$ cat src/rtl/divider_pkg.sv
// divider_pkg
// Shared definitions for the divider pattern sequencer: pattern codes,
// init frames, pattern periods, the bounce/bar direction type and the
// sequencer state type. No ports.

package divider_pkg;

   localparam logic [2:0] PAT_OFF    = 3'd0;
   localparam logic [2:0] PAT_BLINK  = 3'd1;
   localparam logic [2:0] PAT_CHASE  = 3'd2;
   localparam logic [2:0] PAT_BOUNCE = 3'd3;
   localparam logic [2:0] PAT_COUNT  = 3'd4;
   localparam logic [2:0] PAT_BAR    = 3'd5;

   localparam logic [7:0] INIT_OFF    = 8'h00;
   localparam logic [7:0] INIT_BLINK  = 8'h00;
   localparam logic [7:0] INIT_CHASE  = 8'h01;
   localparam logic [7:0] INIT_BOUNCE = 8'h01;
   localparam logic [7:0] INIT_COUNT  = 8'h00;
   localparam logic [7:0] INIT_BAR    = 8'h00;

   localparam int BOUNCE_PERIOD = 14;
   localparam int BAR_PERIOD    = 16;

   // Bounce: up = toward 0x80. Bar: up = fill phase, down = drain phase.
   typedef enum logic {
      DIR_UP   = 1'b0,
      DIR_DOWN = 1'b1
   } dir_t;

   typedef enum logic {
      ST_OFF = 1'b0,
      ST_RUN = 1'b1
   } seq_state_t;

   // Codes 6 and 7 are treated like PAT_OFF.
   function automatic logic pattern_runs(input logic [2:0] pat);
      return (pat >= PAT_BLINK) && (pat <= PAT_BAR);
   endfunction

   function automatic logic [7:0] init_frame(input logic [2:0] pat);
      logic [7:0] f;
      case (pat)
         PAT_BLINK:  f = INIT_BLINK;
         PAT_CHASE:  f = INIT_CHASE;
         PAT_BOUNCE: f = INIT_BOUNCE;
         PAT_COUNT:  f = INIT_COUNT;
         PAT_BAR:    f = INIT_BAR;
         default:    f = INIT_OFF;
      endcase
      return f;
   endfunction

endpackage

$ cat src/rtl/divider_pattern_sequencer_tick_edge_detect.sv
// tick_edge_detect
// Selects one divider tap and produces a one-cycle rising-edge pulse.
// A change of clk_sel suppresses the edge for that cycle so that switching
// to a tap that is already high does not fake a tick.
// Ports:
//   clk, rst_n : system clock, async active-low reset
//   taps       : divider outputs, taps[0] fastest
//   clk_sel    : index of the tap to follow
//   tick       : combinational rising-edge pulse of taps[clk_sel]

module tick_edge_detect #(
   parameter int NUM_TAPS = 8,
   parameter int SEL_W    = $clog2(NUM_TAPS)
) (
   input  logic                clk,
   input  logic                rst_n,
   input  logic [NUM_TAPS-1:0] taps,
   input  logic [SEL_W-1:0]    clk_sel,
   output logic                tick
);

   logic             tap_now;
   logic             tap_q;
   logic [SEL_W-1:0] clk_sel_q;

   assign tap_now = taps[clk_sel];

   // Both registers always track, regardless of enable, so that the first
   // cycle after re-enable or reselection compares against a fresh history.
   always_ff @(posedge clk or negedge rst_n) begin
      if (!rst_n) begin
         tap_q     <= 1'b0;
         clk_sel_q <= '0;
      end else begin
         tap_q     <= tap_now;
         clk_sel_q <= clk_sel;
      end
   end

   assign tick = tap_now & ~tap_q & (clk_sel == clk_sel_q);

endmodule

$ cat src/rtl/divider_pattern_sequencer.sv
// divider_pattern_sequencer
// Steps an LED pattern on rising edges of a selected clock-divider tap.
// In the chip top, leds drive uo_out, clk_sel = ui_in[2:0] and
// pattern_sel = ui_in[5:3].
// Ports:
//   clk, rst_n  : system clock, async active-low reset
//   ena         : design enable; low blanks the LEDs and freezes the frame
//   taps        : divider outputs, taps[0] fastest
//   clk_sel     : tap used as step tick
//   pattern_sel : 0 off, 1 blink, 2 chaser, 3 bounce, 4 counter, 5 bar
//   leds        : registered LED frame
//   step        : registered one-cycle pulse per frame advance
//
// state  | meaning
// ST_OFF | pattern 0/6/7 selected, frame held at 0x00, no steps
// ST_RUN | pattern 1..5 selected, frame advances on each tick

module divider_pattern_sequencer
   import divider_pkg::*;
#(
   parameter int NUM_TAPS = 8,
   parameter int SEL_W    = $clog2(NUM_TAPS)
) (
   input  logic                clk,
   input  logic                rst_n,
   input  logic                ena,
   input  logic [NUM_TAPS-1:0] taps,
   input  logic [SEL_W-1:0]    clk_sel,
   input  logic [2:0]          pattern_sel,
   output logic [7:0]          leds,
   output logic                step
);

   seq_state_t state, state_d;
   logic [2:0] pattern_q, pattern_d;
   logic [7:0] frame, frame_d, frame_adv;
   dir_t       dir, dir_d, dir_adv;
   logic [7:0] leds_d;
   logic       step_d;
   logic       tick;

   tick_edge_detect #(
      .NUM_TAPS (NUM_TAPS),
      .SEL_W    (SEL_W)
   ) u_tick (
      .clk     (clk),
      .rst_n   (rst_n),
      .taps    (taps),
      .clk_sel (clk_sel),
      .tick    (tick)
   );

   // Next frame for the active pattern, used only on a tick in ST_RUN.
   always_comb begin
      frame_adv = frame;
      dir_adv   = dir;
      case (pattern_q)
         PAT_BLINK: frame_adv = ~frame;
         PAT_CHASE: frame_adv = {frame[6:0], frame[7]};
         PAT_BOUNCE: begin
            if (dir == DIR_UP) begin
               if (frame == 8'h80) begin
                  frame_adv = 8'h40;
                  dir_adv   = DIR_DOWN;
               end else begin
                  frame_adv = frame << 1;
               end
            end else begin
               if (frame == 8'h01) begin
                  frame_adv = 8'h02;
                  dir_adv   = DIR_UP;
               end else begin
                  frame_adv = frame >> 1;
               end
            end
         end
         PAT_COUNT: frame_adv = frame + 8'd1;
         PAT_BAR: begin
            if (dir == DIR_UP) begin
               if (frame == 8'hFF) begin
                  frame_adv = 8'hFE;
                  dir_adv   = DIR_DOWN;
               end else begin
                  frame_adv = {frame[6:0], 1'b1};
               end
            end else begin
               // Draining 0x80 empties the bar; refill starts next tick.
               frame_adv = {frame[6:0], 1'b0};
               if (frame == 8'h80) begin
                  dir_adv = DIR_UP;
               end
            end
         end
         default: frame_adv = frame;
      endcase
   end

   always_comb begin
      state_d   = state;
      pattern_d = pattern_q;
      frame_d   = frame;
      dir_d     = dir;
      step_d    = 1'b0;
      if (ena) begin
         // A pattern change wins over a coincident tick.
         if (pattern_sel != pattern_q) begin
            pattern_d = pattern_sel;
            frame_d   = init_frame(pattern_sel);
            dir_d     = DIR_UP;
            state_d   = pattern_runs(pattern_sel) ? ST_RUN : ST_OFF;
         end else if ((state == ST_RUN) && tick) begin
            frame_d = frame_adv;
            dir_d   = dir_adv;
            step_d  = 1'b1;
         end
      end
      leds_d = ena ? frame_d : 8'h00;
   end

   always_ff @(posedge clk or negedge rst_n) begin
      if (!rst_n) begin
         state     <= ST_OFF;
         pattern_q <= PAT_OFF;
         frame     <= 8'h00;
         dir       <= DIR_UP;
         leds      <= 8'h00;
         step      <= 1'b0;
      end else begin
         state     <= state_d;
         pattern_q <= pattern_d;
         frame     <= frame_d;
         dir       <= dir_d;
         leds      <= leds_d;
         step      <= step_d;
      end
   end

endmodule

$ cat config.mk
export PLATFORM = sky130hd
export DESIGN_NAME = divider_pattern_sequencer
export DESIGN_NICKNAME = d
export VERILOG_FILES = /design/src/rtl/divider_pkg.sv /design/src/rtl/divider_pattern_sequencer_tick_edge_detect.sv /design/src/rtl/divider_pattern_sequencer.sv
export SDC_FILE = /design/constraint.sdc
export NUM_CORES = 1
export LEC_CHECK = 0
export CELL_PAD_IN_SITES_DETAIL_PLACEMENT = 0
export CELL_PAD_IN_SITES_GLOBAL_PLACEMENT = 1
export CORE_UTILIZATION = 41
export DETAILED_ROUTE_END_ITERATION = 6
export PLACE_DENSITY = 0.75
export SYNTH_ARGS = -nofsm -noshare
export SYNTH_HDL_FRONTEND = slang
export SYNTH_SLANG_ARGS = --single-unit
$ cat constraint.sdc
create_clock -name clk -period 2.6 [get_ports clk]
set_input_delay 0.39 -clock clk [delete_from_list [all_inputs] [get_ports clk]]
set_output_delay 0.39 -clock clk [all_outputs]
set_load 0.02 [all_outputs]
==> flow_results.xml <==
<?xml version="1.0" encoding="UTF-8"?>
<metrics>
  <group name="place">
    <metric name="placedInstanceArea" unit="um^2">2180</metric>
    <metric name="routabilityCongestion" unit="">0.933</metric>
    <metric name="port_buffers" unit="">25</metric>
    <metric name="dp_hpwl" unit="um">3820</metric>
  </group>
  <group name="worst_setup_path">
    <metric name="worstSetupStartpointType" unit="">input pin</metric>
    <metric name="worstPathMaxFanout" unit="">8</metric>
    <metric name="slowest_delay" unit="ns">0.61</metric>
    <metric name="crit_chain" unit="">clkdlybuf4s50_1 -&gt; mux2_2 -&gt; mux4_2 -&gt; and3_1 -&gt; nand3_2 -&gt; o2111ai_1</metric>
    <metric name="cp.arrival" unit="ns">2.44</metric>
    <metric name="worstSetupPathType" unit="">in -&gt; reg</metric>
    <metric name="critical_path.slowest_cell" unit="">clkdlybuf4s50_1</metric>
    <metric name="critical_path.endpoint_type" unit="">register</metric>
    <metric name="worst-endpoint-required" unit="ns">2.74</metric>
  </group>
  <group name="synth">
    <metric name="synth_edf_count" unit="">0</metric>
    <metric name="post_synth.cell_area_avg" unit="um^2">8.91</metric>
    <metric name="async_reset_ff_share" unit="%">100</metric>
    <metric name="synth_cells" unit="">208</metric>
    <metric name="post_synth_xor_area_fraction" unit="%">3.78</metric>
    <metric name="seq_cells_post_synth" unit="">26</metric>
    <metric name="netlist_area" unit="um^2">1850</metric>
    <metric name="net_count_of_the_mapped_netlist" unit="">228</metric>
    <metric name="yosys-mux-area-fraction" unit="%">4.86</metric>
    <metric name="ys_warn_count" unit="">0</metric>
    <metric name="synth_compound_gate_area_share" unit="%">27.5</metric>
    <metric name="synthAdderAreaFrac" unit="%">2.03</metric>
    <metric name="synth_simple_gate_area_share" unit="%">19.2</metric>
    <metric name="post_synth_num_cell_types" unit="">47</metric>
    <metric name="synth.yosys.seq_area_share" unit="%">35.1</metric>
    <metric name="synthFlopType" unit="">dfrtp_1</metric>
    <metric name="largest_family_of_logic_cells_by_synthesized_area" unit="">compound AO/OA/AOI/OAI gates</metric>
  </group>
  <group name="clock_tree">
    <metric name="clk_transition_reported_paths" unit="ns">0.10</metric>
    <metric name="hold_buffers" unit="">0</metric>
    <metric name="cts_buffer_depth" unit="">2</metric>
    <metric name="tritoncts_clock_tree" unit="">done</metric>
    <metric name="tritoncts_num_sinks" unit="">26</metric>
    <metric name="clk_latency" unit="ns">0.28</metric>
    <metric name="cts_setup_buffers" unit="">0</metric>
    <metric name="htree_num_levels" unit="">1</metric>
    <metric name="cts_buffers" unit="">3</metric>
    <metric name="clk_root_buffer_cell" unit="">clkbuf_8</metric>
    <metric name="ctsResizeCount" unit="">0</metric>
  </group>
  <group name="final_layout">
    <metric name="design_area" unit="um^2">2250</metric>
    <metric name="postLayoutCoreUtil" unit="%">51.7</metric>
    <metric name="nNetsFinal" unit="">251</metric>
    <metric name="n_antenna_cell" unit="">0</metric>
    <metric name="syn_to_final_growth" unit="%">21.4</metric>
    <metric name="drive_above_1_share" unit="%">14.8</metric>
  </group>
  <group name="detailed_routing">
    <metric name="detail_route.iter0.violations" unit="">195</metric>
    <metric name="routed_wire_length" unit="um">5240</metric>
    <metric name="detail_route.wl_per_cell" unit="um">18.6</metric>
    <metric name="drt_first_pass_iters" unit="">4</metric>
    <metric name="postRouteAntennaNets" unit="">0</metric>
    <metric name="route.detailed.vias_per_inst" unit="">6.37</metric>
    <metric name="via_count" unit="">1795</metric>
    <metric name="post-route-drc-count" unit="">0</metric>
  </group>
  <group name="timing">
    <metric name="slew-limit-headroom" unit="%">61.4</metric>
    <metric name="number_of_pins_exceeding_their_max_slew_limit_in_the_final_report" unit="">0</metric>
    <metric name="maximum_achievable_frequency" unit="MHz">434</metric>
    <metric name="final_period_utilization" unit="%">88.6</metric>
    <metric name="grt_setup_unrepaired" unit="">false</metric>
    <metric name="worst-slew-pin-transition" unit="ns">0.580</metric>
    <metric name="final.min_clock_period" unit="ns">2.30</metric>
    <metric name="final.setup.tns" unit="ns">0</metric>
    <metric name="timing.final.setup_violations" unit="">0</metric>
    <metric name="fin_skew" unit="ns">0.0156</metric>
    <metric name="finalHoldViolCount" unit="">0</metric>
  </group>
  <group name="pwr">
    <metric name="seq_power_share" unit="%">44.9</metric>
    <metric name="total_switching_power" unit="uW">274</metric>
    <metric name="combinationalPowerShare" unit="%">20.6</metric>
    <metric name="power.internal" unit="uW">713</metric>
    <metric name="vdd_ir_drop_max" unit="uV">453</metric>
    <metric name="power_per_standard_cell_area" unit="nW/um^2">439</metric>
    <metric name="power_switching_share" unit="%">27.8</metric>
    <metric name="pwr-share-clk" unit="%">34.5</metric>
    <metric name="p_leak" unit="uW">0.000892</metric>
  </group>
  <group name="die">
    <metric name="coreArea" unit="um^2">4350</metric>
    <metric name="die_width" unit="um">69.2</metric>
    <metric name="die_area" unit="um^2">4790</metric>
    <metric name="std_cell_rows" unit="">24</metric>
    <metric name="ioPinCount" unit="">26</metric>
    <metric name="start_util" unit="%">42.6</metric>
    <metric name="die_height" unit="um">69.2</metric>
  </group>
  <group name="global_route">
    <metric name="grt-ovfl-total" unit="">0</metric>
    <metric name="pin_count_of_the_biggest_net_entering_global_routing" unit="">27</metric>
    <metric name="globalRouteTotalUtil" unit="%">22.2</metric>
    <metric name="number_of_global_route_vias_before_repair" unit="">1764</metric>
    <metric name="grt_pass1_wl" unit="um">8600</metric>
    <metric name="antenna_found_initial" unit="">0</metric>
  </group>
  <group name="worst_hold_path">
    <metric name="min_path_type" unit="">in -&gt; async</metric>
  </group>
  <group name="flow_run">
    <metric name="drv.max_cap_violation_count" unit="">0</metric>
  </group>
  <group name="outcome">
    <metric name="status" unit="">finished clean</metric>
  </group>
</metrics>
path summary, 6_finish.rpt:
kind / from / to / slack (ns) / depth (start not counted)
worst max-delay path: clk_sel[0] / frame[0] / 0.30 / 6
worst min-delay path: rst_n / leds[3] / 0.47 / 2
worst max register to register: pattern_q[1] / frame[7] / 0.48 / 6
worst min register to register: state / state / 0.49 / 1
max in group asynchronous: rst_n / dir / 1.85 / 2
min in group clk: state / state / 0.49 / 1
final cells by class:
type	instances	area, um^2
fillers	409	2100
multi-input cells	151	1070
flip-flops and latches	26	651
repair buffers	39	355
well taps	52	65.1
clock buffers	3	41.3
inverters	10	37.5
clock inverters	1	30.0
sequential cells by signal, summed over array words and instances, names as in the netlist:
| signal | count |
|---|---|
| frame | 8 |
| u_tick.tap_q | 1 |
| state | 1 |
| dir | 1 |
| leds | 8 |
| pattern_q | 3 |
| u_tick.clk_sel_q | 3 |
| step | 1 |
cell usage after synthesis, types with 6 or more instances:
cell type / n / area share [%]
nand3_1: 7 / 1.9
dfrtp_1: 26 / 35
nand2_1: 15 / 3.0
a21oi_1: 8 / 2.2
nor3_1: 10 / 2.7
buf_2: 6 / 1.6
xor2_1: 8 / 3.8
inv_1: 10 / 2.0
nor2_1: 8 / 1.6
a31oi_1: 7 / 2.4
clkbuf_1: 11 / 2.2
a32oi_1: 6 / 2.8
o21ai_0: 9 / 2.4
o211ai_1: 9 / 3.6
worst max-delay path, delay by kind of cell:
kind,cells,cell delay [ns]
and+or+nand+nor,2,0.43
muxes,2,0.89
buffers and inverters,1,0.61
AOI/OAI and AO/OA,1,0.11
power groups by stage:
stage | clock (uW) | sequential (uW) | combinational (uW)
after floorplan | 0 | 434 | 133
after global placement | 0 | 450 | 198
after detailed placement | 0 | 451 | 201
after CTS | 351 | 443 | 202
after global routing | 371 | 446 | 222
final | 341 | 444 | 203
cell families after synthesis:
family          after synthesis
flops                        26
xor+xnor                      8
compound gates               68
simple gates                 65
buf+inv                      31
mux                           7
fa+ha+maj                     3
placed cells by master, fill, tap and decap left out, types with 4 or more instances in the layout:
master and instances:
dfrtp_1 26, clkdlybuf4s50_1 25, nand2_1 15, buf_4 14
inv_1 10, nor3_1 10, o21ai_0 9, o211ai_1 9
xor2_1 8, a21oi_1 8, nor2_1 8, a31oi_1 7
nand3_1 7, a32oi_1 6, mux2_2 5, nand2b_1 5
o311ai_0 5, nor2b_1 4, o221ai_1 4
routing by layer:
layer	GRT usage, %	vias up	part of all wire, %
met5	0	-	0
met4	7.03	0	1.7
met3	3.20	10	5.9
met2	36.5	80	50
met1	30.2	872	42
li1	-	833	-
per-stage QoR:
| stage | instances | worst slack [ns] | power (uW) | hold WS (ns) |
|---|---|---|---|---|
| 5_1_grt | 282 | 0.191 | 1040 | 0.504 |
| 3_5_place_dp | 278 | 0.00404 | 652 | 0.473 |
| 3_3_place_gp | 278 | 0.0599 | 649 | 0.466 |
| 6_report | 282 | 0.297 | 988 | 0.472 |
| 4_1_cts | 282 | 0.298 | 996 | 0.486 |
| 2_1_floorplan | 208 | 0.786 | 568 | 0.0944 |
Note: power is estimated with default switching activity, not from simulation.
